File: config.mk
export PLATFORM = sky130hd
export DESIGN_NAME = stopwatch_counter_flat
export DESIGN_NICKNAME = d
export VERILOG_FILES = /design/src/rtl/stopwatch_counter_if.sv /design/src/rtl/stopwatch_counter.sv /design/src/flat_wrapper.sv
export SDC_FILE = /design/constraint.sdc
export NUM_CORES = 1
export LEC_CHECK = 0
export CAP_MARGIN = 20
export CORE_UTILIZATION = 60
export DETAILED_ROUTE_END_ITERATION = 10
export PLACE_DENSITY = 0.87
export SLEW_MARGIN = 10
export SYNTH_ARGS = -nofsm -noshare
export SYNTH_HDL_FRONTEND = slang
export SYNTH_SLANG_ARGS = --single-unit
File: constraint.sdc
create_clock -name clk -period 4.86 [get_ports clk]
set_input_delay 0.972 -clock clk [delete_from_list [all_inputs] [get_ports clk]]
set_output_delay 0.972 -clock clk [all_outputs]
set_load 0.005 [all_outputs]
File: src/rtl/stopwatch_counter_if.sv
// Key inputs and display-side outputs of the seconds stopwatch.
// master drives the raw keys; slave is the stopwatch itself.
interface stopwatch_counter_if;
  logic       key_start_n;
  logic       key_clear_n;
  logic [6:0] count;
  logic       running;
  logic       tick;

  modport master (
    output key_start_n,
    output key_clear_n,
    input  count,
    input  running,
    input  tick
  );

  modport slave (
    input  key_start_n,
    input  key_clear_n,
    output count,
    output running,
    output tick
  );
endinterface

File: src/rtl/stopwatch_counter.sv
// Seconds stopwatch: debounced start/stop and clear keys, prescaled 1 Hz tick, 7-bit count.
// Define STOPWATCH_OVERRANGE_EN to count past 99 up to 127 (auto-stop at 127) instead of wrapping.
module stopwatch_counter #(
  parameter int TICK_DIV   = 50_000_000,
  parameter int DEB_CYCLES = 500_000
) (
  input  logic                clk,
  input  logic                rst_n,
  stopwatch_counter_if.slave  sw
);

  localparam int PW = (TICK_DIV > 2) ? $clog2(TICK_DIV) : 1;
  localparam int DW = $clog2(DEB_CYCLES + 1);
  localparam logic [PW-1:0] PRESC_LAST = PW'(TICK_DIV - 1);
  localparam logic [DW-1:0] DEB_MAX    = DW'(DEB_CYCLES);
  localparam logic [DW-1:0] DEB_LAST   = DW'(DEB_CYCLES - 1);

  localparam int KEY_START = 0;
  localparam int KEY_CLEAR = 1;

  typedef enum logic {
    STOPPED = 1'b0,
    RUNNING = 1'b1
  } state_t;

  logic [1:0] key_raw;
  logic [1:0] press;

  assign key_raw = {sw.key_clear_n, sw.key_start_n};

  genvar gi;
  generate
    for (gi = 0; gi < 2; gi++) begin : g_key
      logic          sync1_reg;
      logic          sync2_reg;
      logic [1:0]    prime_reg;
      logic          armed_reg;
      logic [DW-1:0] deb_cnt_reg;
      logic          press_reg;

      // A key is only armed after a genuine synchronized-high sample, so a key
      // held through reset must be released before it can fire.
      always_ff @(posedge clk or negedge rst_n) begin
        if (!rst_n) begin
          sync1_reg   <= 1'b1;
          sync2_reg   <= 1'b1;
          prime_reg   <= 2'b00;
          armed_reg   <= 1'b0;
          deb_cnt_reg <= '0;
          press_reg   <= 1'b0;
        end else begin
          sync1_reg <= key_raw[gi];
          sync2_reg <= sync1_reg;
          prime_reg <= {prime_reg[0], 1'b1};
          if (sync2_reg && prime_reg[1]) begin
            armed_reg <= 1'b1;
          end
          if (sync2_reg) begin
            deb_cnt_reg <= '0;
          end else if (deb_cnt_reg != DEB_MAX) begin
            deb_cnt_reg <= deb_cnt_reg + 1'b1;
          end
          press_reg <= armed_reg && !sync2_reg && (deb_cnt_reg == DEB_LAST);
        end
      end

      assign press[gi] = press_reg;
    end
  endgenerate

  state_t        state_reg;
  logic [PW-1:0] presc_reg;
  logic [6:0]    count_reg;
  logic          running_reg;
  logic          tick_reg;
  logic          hold_max;

`ifdef STOPWATCH_OVERRANGE_EN
  assign hold_max = (count_reg == 7'd127);
`else
  assign hold_max = 1'b0;
`endif

  // Clear outranks start; a start press on the same edge is dropped.
  always_ff @(posedge clk or negedge rst_n) begin
    if (!rst_n) begin
      state_reg   <= STOPPED;
      presc_reg   <= '0;
      count_reg   <= '0;
      running_reg <= 1'b0;
      tick_reg    <= 1'b0;
    end else begin
      tick_reg <= 1'b0;
      if (press[KEY_CLEAR]) begin
        state_reg   <= STOPPED;
        running_reg <= 1'b0;
        count_reg   <= '0;
        presc_reg   <= '0;
      end else if (press[KEY_START]) begin
        if (state_reg == STOPPED) begin
          state_reg   <= RUNNING;
          running_reg <= 1'b1;
        end else begin
          state_reg   <= STOPPED;
          running_reg <= 1'b0;
        end
      end else if (state_reg == RUNNING && !hold_max) begin
        if (presc_reg == PRESC_LAST) begin
          presc_reg <= '0;
          tick_reg  <= 1'b1;
`ifdef STOPWATCH_OVERRANGE_EN
          count_reg <= count_reg + 7'd1;
          if (count_reg == 7'd126) begin
            state_reg   <= STOPPED;
            running_reg <= 1'b0;
          end
`else
          count_reg <= (count_reg == 7'd99) ? 7'd0 : count_reg + 7'd1;
`endif
        end else begin
          presc_reg <= presc_reg + 1'b1;
        end
      end
    end
  end

  assign sw.count   = count_reg;
  assign sw.running = running_reg;
  assign sw.tick    = tick_reg;

endmodule

File: src/flat_wrapper.sv
// flat-port wrapper written by rule: the top's interface ports become plain ports
module stopwatch_counter_flat 
#(
  parameter int TICK_DIV   = 50_000_000,
  parameter int DEB_CYCLES = 500_000
)
  (clk, rst_n, sw_key_start_n, sw_key_clear_n, sw_count, sw_running, sw_tick);
  stopwatch_counter_if sw_i ();
  input  logic clk;
  input  logic rst_n;
  input wire logic [$bits(sw_i.key_start_n)-1:0] sw_key_start_n;
  input wire logic [$bits(sw_i.key_clear_n)-1:0] sw_key_clear_n;
  output wire logic [$bits(sw_i.count)-1:0] sw_count;
  output wire logic [$bits(sw_i.running)-1:0] sw_running;
  output wire logic [$bits(sw_i.tick)-1:0] sw_tick;
  assign sw_i.key_start_n = sw_key_start_n;
  assign sw_i.key_clear_n = sw_key_clear_n;
  assign sw_count = sw_i.count;
  assign sw_running = sw_i.running;
  assign sw_tick = sw_i.tick;
  stopwatch_counter #(.TICK_DIV(TICK_DIV), .DEB_CYCLES(DEB_CYCLES)) u_core (.clk(clk), .rst_n(rst_n), .sw(sw_i));
endmodule
# After elaboration in Yosys (flattened, before gate mapping)
# Cells that the tools add are included.
dict set report classes {
  addsub 4
  eq_ne 7
  mux 20
  n_reduce_logical 15
}
# op count
set op_table {}
lappend op_table {{26-bit two-way mux} 4}
lappend op_table {{19-bit two-way mux} 4}
lappend op_table {{19-bit by 1-bit adder with 19-bit output, second input constant} 2}
lappend op_table {{19-bit == test, second input constant} 2}
lappend op_table {{19-bit != test, second input constant} 2}
lappend op_table {{7-bit two-way mux} 5}
lappend op_table {{26-bit by 1-bit adder with 26-bit output, second input constant} 1}
lappend op_table {{26-bit == test, second input constant} 1}
lappend op_table {{2-bit nonzero test} 5}
lappend op_table {{7-bit by 1-bit adder with 7-bit output, second input constant} 1}
lappend op_table {{7-bit == test, second input constant} 1}
lappend op_table {{1-bit two-way mux} 7}
lappend op_table {{1-bit logical AND} 6}
lappend op_table {{3-bit AND reduction} 1}
lappend op_table {{1-bit zero test} 2}
lappend op_table {{2-bit != test, second input constant} 1}
lappend op_table {{2-bit AND reduction} 1}
dict set report word_totals {
  register_bits 85
  out_inout_bits 9
  wordCells 62
}

# Longest topological paths before layout
# Gate-level depths: netlist of run 1.
dict set report logic_depth {
  word_depth 6
  ltp_mapped 8
  ltp_nobuf 6
}

# Worst setup path after synthesis of run 1
# No wires, ideal clock.
dict set report synth_timing {
  path_type {register -> register}
  start {register u_core.presc_reg[8]}
  end {register u_core.count_reg[6] (netlist: u_core.sw.count[6])}
  arrival_ns 2.047
  required_time_ns 4.782
  slack_ns 2.735
  path_stages_with_launch 6
  path_buffers 0
  synth_period_minus_slack_ns 2.125
  path_cell_list {dfrtp_1 or4b_4 nor4_4 nand3_2 or4_1 a21oi_1}
}
dict set report synth_via {
  elab_chain_cells 3
}
# element line
set synth_lines {}
lappend synth_lines {{start: declaration} stopwatch_counter.sv:72} ;# logic [PW-1:0] presc_reg;
lappend synth_lines {{start signal: assignment} stopwatch_counter.sv:121} ;# presc_reg <= presc_reg + 1'b1;
lappend synth_lines {{26-bit == test} stopwatch_counter.sv:108} ;# if (presc_reg == PRESC_LAST) begin
lappend synth_lines {{2-bit nonzero test (no line)} --}
lappend synth_lines {{3-bit AND reduction (no line)} --}
lappend synth_lines {{end signal: assignment} stopwatch_counter.sv:118} ;# count_reg <= (count_reg == 7'd99) ? 7'd0 : count_reg + 7'd1;
lappend synth_lines {{end: declaration} stopwatch_counter.sv:73} ;# logic [6:0] count_reg;
# No other way between the ends.
# A chain may end at the register's enable or synchronous reset.

# Worst setup path in the final report of run 1
dict set report layout_timing {
  start {register u_core.g_key[1].press_reg}
  end {register u_core.presc_reg[13]}
}
dict set report layout_via {
  elab_chain_cells 2
  elab_cells_between_ends 4
}
# element line
set layout_lines {}
lappend layout_lines {{start: declaration} stopwatch_counter.sv:39} ;# logic press_reg;
lappend layout_lines {{start signal: assignment} stopwatch_counter.sv:63} ;# press_reg <= armed_reg && !sync2_reg && (deb_cnt_reg == DEB_LAST);
lappend layout_lines {{2-bit != test (no line) or 2-bit nonzero test (tied branches)} --}
lappend layout_lines {{2-bit AND reduction (no line)} --}
# Several ways; a longest one is shown, not always the timed one.

==> flow_summary.yaml, run 1 <==
outcome:
  run_status: "finished, violations left"
  failed_checks: "design-rule violations"
setup_path:
  cp-start-kind: "flip-flop"
  crit_type: "reg -> reg"
  path_max_fanout: 17
  arrival_ps: 2680
  cp-end-kind: "flip-flop"
  cp.required_ps: 5090
grt:
  grt_pass1_wl_mm: 13.0
  grt_pass1_vias: 3052
  grt-ovfl-total: 0
  grt_usage: 0.231
  antenna_found_initial: 0
  grt_max_degree: 84
min_path:
  hold_path_class: "reg -> reg"
cts:
  tritoncts: "done"
  clkSlewWorstSetupHoldPaths_ps: 80
  clock_latency_ps: 350
  cts_max_level: 3
  cts_resized: 0
  cts.sinks: 83
  cts_made_buffers: 9
  cts_buffer_depth: 2
  cts-root-buf: "clkbuf_8"
  ctsHoldBuffers: 0
  post_cts.repair.setup_buffers: 0
layout:
  finish.net_count: 454
  largest_register_ff_count: 38
  most-common-layout-cells: "dfrtp_1, nor2_1, nand2_1"
  fin_area_mm2: 0.00456
  antenna_cells: 0
  fillers: 475
  layout-drive-gt1-share: 0.0668
  layout_commonest_cell: "dfrtp_1"
  synthToLayoutAreaGrowth_pct: 10.6
  fin_cells: 526
timing:
  tightestPinTransition_ps: 1030
  fmaxAchievable_ghz: 0.409
  tns_ps: 0
  hold_slack_ps: 357
  fin_crit_sh: 0.503
  setup_viol_count_final: 0
  final-max-slew-violation-count: 0
  hold_viol_final: 0
  rsz0062_at_grt: "no"
  fin_skew_ps: 8.02
  fin_crit_ps: 2450
  slew_headroom: 0.296
detailed_routing:
  vias: 3119
  wl_per_cell_um: 14.3
  vias_per_cell: 5.93
  wl_mm: 7.55
  drc: 2
  drt_iter0_drc: 121
  dr.pass1.iters: 7
  antenna_left: 0
die:
  pin_count: 13
  rows: 29
  dieArea_mm2: 0.00720
  initial_core_util: 0.634
  die_w_um: 84.9
  fp.dieH_um: 84.9
  core-area_mm2: 0.00649
logic_synthesis:
  synth-seq-cells: 83
  syn_inst: 430
  yosysUniqueCellTypes: 45
  synthFlopType: "dfrtp_1"
  synthArstFlopShare: 1.00
  syn-cell-area_mm2: 0.00412
  syn_nets: 440
  synth-edff-count: 0
  yosysWarnings: 0
  syn_avg_cell_area_um2: 9.58
  ys_seq_area_frac: 0.505
place:
  dp_cells: 509
  place_area_mm2: 0.00429
  port_buffers: 12
  routabilityCongestion: 0.840
  dp_hpwl_mm: 4.96
power:
  p_leak_nw: 1.85
  p_per_area_mw_per_mm2: 293
  vdd_drop_max_mv: 0.251
flow_run:
  maxCapViolCount: 0
[power breakdown]
| group | total (W) | switching (W) | internal [W] | leakage, nW |
|---|---|---|---|---|
| Sequential | 0.000708 | 0.00000993 | 0.000698 | 1.13 |
| Clock | 0.000597 | 0.000241 | 0.000356 | 0.117 |
| Combinational | 0.0000312 | 0.0000202 | 0.0000109 | 0.612 |
| Total | 0.00134 | 0.000271 | 0.00106 | 1.85 |
[kinds of logic after synthesis]
group,share of synthesized area
AOI/OAI and AO/OA,0.0662
buffers and inverters,0.0240
other,0.000910
DFF,0.505
adders and majority gates,0.0182
and+or+nand+nor,0.275
muxes,0.0146
xor gates and xnor gates,0.0957
[cell type report]
| type | instances | area [um2] | area share |
|---|---|---|---|
| clock buffer | 12 | 145 | 0.0319 |
| clock inverter | 4 | 97.6 | 0.0214 |
| inverter | 14 | 52.6 | 0.0115 |
| multi-input combinational | 323 | 1940 | 0.425 |
| sequential | 83 | 2080 | 0.457 |
| tap | 77 | 96.3 | 0.0211 |
| timing repair buffer | 13 | 145 | 0.0319 |
[cells in the mapped netlist (4+ instances only)]
library cell  count  area, um2
ha_1              6       75.1
nor2b_1           4       25.0
and3_1            8       50.1
nand4_1          11       68.8
xnor2_1          23        201
a21oi_1          22        110
nand2b_1          5       31.3
o21ai_0          15       75.1
clkbuf_1          8       30.0
xor2_1           22        193
dfstp_2           4        105
nand3_1          30        150
mux2i_1           6       60.1
nor2_1           65        244
inv_1            14       52.6
or3_1            13       81.3
or4_1             6       45.0
nand2_1          35        131
nor4_1            5       31.3
nor3_1           15       75.1
dfrtp_1          79       1980
[worst paths after layout]
check	start	end	slack, ps	cells past startpoint
min	u_core.g_key[0].sync1_reg$_DFF_PN1_	u_core.g_key[0].sync2_reg$_DFF_PN1_	360	0
max reg2reg	u_core.g_key[1].press_reg$_DFF_PN0_	u_core.presc_reg[13]$_DFFE_PN0P_	2410	5
min in group asynchronous	rst_n	u_core.sw.count[3]$_DFFE_PN0P_	480	1
max in group asynchronous	rst_n	u_core.g_key[1].sync2_reg$_DFF_PN1_	3740	2
min reg2reg	u_core.g_key[0].sync1_reg$_DFF_PN1_	u_core.g_key[0].sync2_reg$_DFF_PN1_	360	0
max	u_core.g_key[1].press_reg$_DFF_PN0_	u_core.presc_reg[13]$_DFFE_PN0P_	2410	5
[critical path, cell delays in order, from the launching register on]
cell and delay (ps):
dfrtp_1 690, inv_1 270, a2111oi_0 940, nand4_1 220
xor2_1 170, nor2_1 50
[metrics by stage]
step / worst slack [ps] / utilization / power, W
6_report: 2410 / 0.702 / 0.00134
5_1_grt: 2200 / 0.702 / 0.00138
4_1_cts: 2430 / 0.697 / 0.00135
3_5_place_dp: 2440 / 0.660 / 0.000751
3_3_place_gp: 2490 / 0.660 / 0.000749
2_1_floorplan: 2730 / - / 0.000731
[routing by layer]
metal  track usage  part of all wire  up-vias
met1         0.284              0.46     1523
met3        0.0603             0.043        7
met5             0                 0        -
li1              -                 -     1521
met4        0.0755             0.012        0
met2         0.401              0.49       68
Power figures use the tool's default switching activity.
==> run 2: changes to the inputs <==
Settings changed: CORE_UTILIZATION 60 to 55, PLACE_DENSITY 0.87 to 0.84.
Clock period 4.86 ns to 2 ns, I/O delays scaled along.
==> run 2 against run 1 <==
The flow finishes with violations (negative hold slack, negative setup slack); sequential share of layout area is 3.0 points lower; hold slack worse by 360 ps; via count increased by 5.8%; count of clock-buffer cells in the layout unchanged; setup slack lost 2600 ps; first-iteration DRC count is 35% higher; sequential power grew 140%; highest routed layer unchanged.
==> flow_summary.yaml, run 2 (synthesized netlist as in run 1, its figures left out) <==
outcome:
  run_status: "finished, violations left"
  failed_checks: "negative hold slack, negative setup slack"
power:
  p_leak_nw: 2.02
  vdd_drop_max_mv: 0.533
  p_per_area_mw_per_mm2: 581
setup_path:
  regToRegSetupSlack_ps: -200
  cp-end-kind: "flip-flop"
  path_max_fanout: 6
  reg2reg_from: "u_core.presc_reg[24]$_DFFE_PN0P_"
  arrival_ps: 2480
  rr_worst_depth: 6
  cp-start-kind: "flip-flop"
  cp.required_ps: 2280
  timing.rr.end: "u_core.sw.count[4]$_DFFE_PN0P_"
  crit_type: "reg -> reg"
detailed_routing:
  antenna_left: 0
  vias_per_cell: 5.64
  wl_per_cell_um: 14.3
  vias: 3301
  dr.pass1.iters: 4
  drc: 0
  wl_mm: 8.36
  drt_iter0_drc: 163
die:
  rows: 31
  fp.dieH_um: 88.5
  die_w_um: 88.5
  dieArea_mm2: 0.00784
  pin_count: 13
  initial_core_util: 0.568
  core-area_mm2: 0.00725
cts:
  tritoncts: "done"
  clkSlewWorstSetupHoldPaths_ps: 80
  cts.sinks: 83
  cts_max_level: 3
  cts_made_buffers: 9
  clock_latency_ps: 350
  cts-root-buf: "clkbuf_8"
  cts_buffer_depth: 2
  ctsHoldBuffers: 0
grt:
  grt_pass1_vias: 3225
  grt_pass1_wl_mm: 14.1
  grt_max_degree: 36
  grt_usage: 0.234
  grt-ovfl-total: 0
  antenna_found_initial: 0
timing:
  hold_viol_final: 1
  fin_crit_ps: 2200
  fin_skew_ps: 9.61
  rsz0062_at_grt: "yes"
  slew_headroom: 0.609
  finalWorstSetupSlack_ps: -202
  hold_slack_ps: -0.577
  fmaxAchievable_ghz: 0.454
  final-max-slew-violation-count: 0
  setup_viol_count_final: 30
  fin_crit_sh: 1.10
  tightestPinTransition_ps: 584
layout:
  layout_commonest_cell: "dfrtp_1"
  finish.net_count: 492
  post-route-util: 0.673
  most-common-layout-cells: "dfrtp_1, nor2_1, buf_4"
  largest_register_ff_count: 38
  layout-drive-gt1-share: 0.169
  synthToLayoutAreaGrowth_pct: 18.5
  antenna_cells: 0
flow_run:
  maxCapViolCount: 0
place:
  port_buffers: 12
  routabilityCongestion: 0.836
  dp_hpwl_mm: 5.84
min_path:
  hold_path_class: "in -> async"
==> run 2: worst max path at each step <==
stage                                           startpoint                              to  slack [ps]  cells past startpoint
after floorplan           u_core.presc_reg[24]$_DFFE_PN0P_  u_core.sw.count[2]$_DFFE_PN0P_        -110                      5
after global placement    u_core.presc_reg[24]$_DFFE_PN0P_  u_core.sw.count[6]$_DFFE_PN0P_         -80                      6
after detailed placement  u_core.presc_reg[24]$_DFFE_PN0P_  u_core.sw.count[6]$_DFFE_PN0P_        -100                      6
after CTS                 u_core.presc_reg[24]$_DFFE_PN0P_  u_core.sw.count[4]$_DFFE_PN0P_        -140                      6
after global routing      u_core.presc_reg[24]$_DFFE_PN0P_  u_core.sw.count[3]$_DFFE_PN0P_        -290                      6
final                     u_core.presc_reg[24]$_DFFE_PN0P_  u_core.sw.count[4]$_DFFE_PN0P_        -200                      6
==> run 2: what timing repair did <==
action | in CTS | in global routing
pin swaps | 5 | 8
gates resized for setup | 8 | 13
hold endpoints to repair | 0 | 0
setup buffers | 1 | 2
setup endpoints to repair | 29 | 35
==> run 2: cell type report <==
type                    instances  area (um2)
multi-input cells             323        2030
repair buffers                 51         430
clock inverters                 3        15.0
clock buffers                  12         145
fillers                       540        2370
inverters                      14        52.6
well taps                      99         124
flip-flops and latches         83        2080
==> run 2: metrics by stage <==
stage	setup TNS [ps]	instances	power [W]	instance area, um2	setup slack, ps
3_5_place_dp	-475	567	0.00184	4600	-101
4_1_cts	-680	583	0.00287	4800	-139
2_1_floorplan	-393	430	0.00178	4130	-111
3_3_place_gp	-231	567	0.00184	4600	-79.6
5_1_grt	-5240	585	0.00296	4880	-290
6_report	-2890	585	0.00284	4880	-202
==> run 2: per-layer routing <==
layer | global-route usage | up-vias | part of all wire
met2 | 0.392 | 74 | 0.49
met5 | 0 | - | 0
li1 | - | 1596 | -
met3 | 0.0588 | 22 | 0.039
met4 | 0.0865 | 0 | 0.025
met1 | 0.293 | 1609 | 0.44
==> run 2: power breakdown <==
group | leakage, nW | internal, W | switching [W] | total [W]
combinational | 0.811 | 0.0000328 | 0.0000551 | 0.0000879
clock | 0.0860 | 0.000473 | 0.000558 | 0.00103
sequential | 1.13 | 0.00170 | 0.0000211 | 0.00172
==> run 2: critical path, cell delays in order, from the launching register on <==
cell and delay, ps:
dfrtp_1 390, or4b_4 560, nor4_4 360, nand3_2 170, buf_4 200, or3_1 320, a21oi_2 130
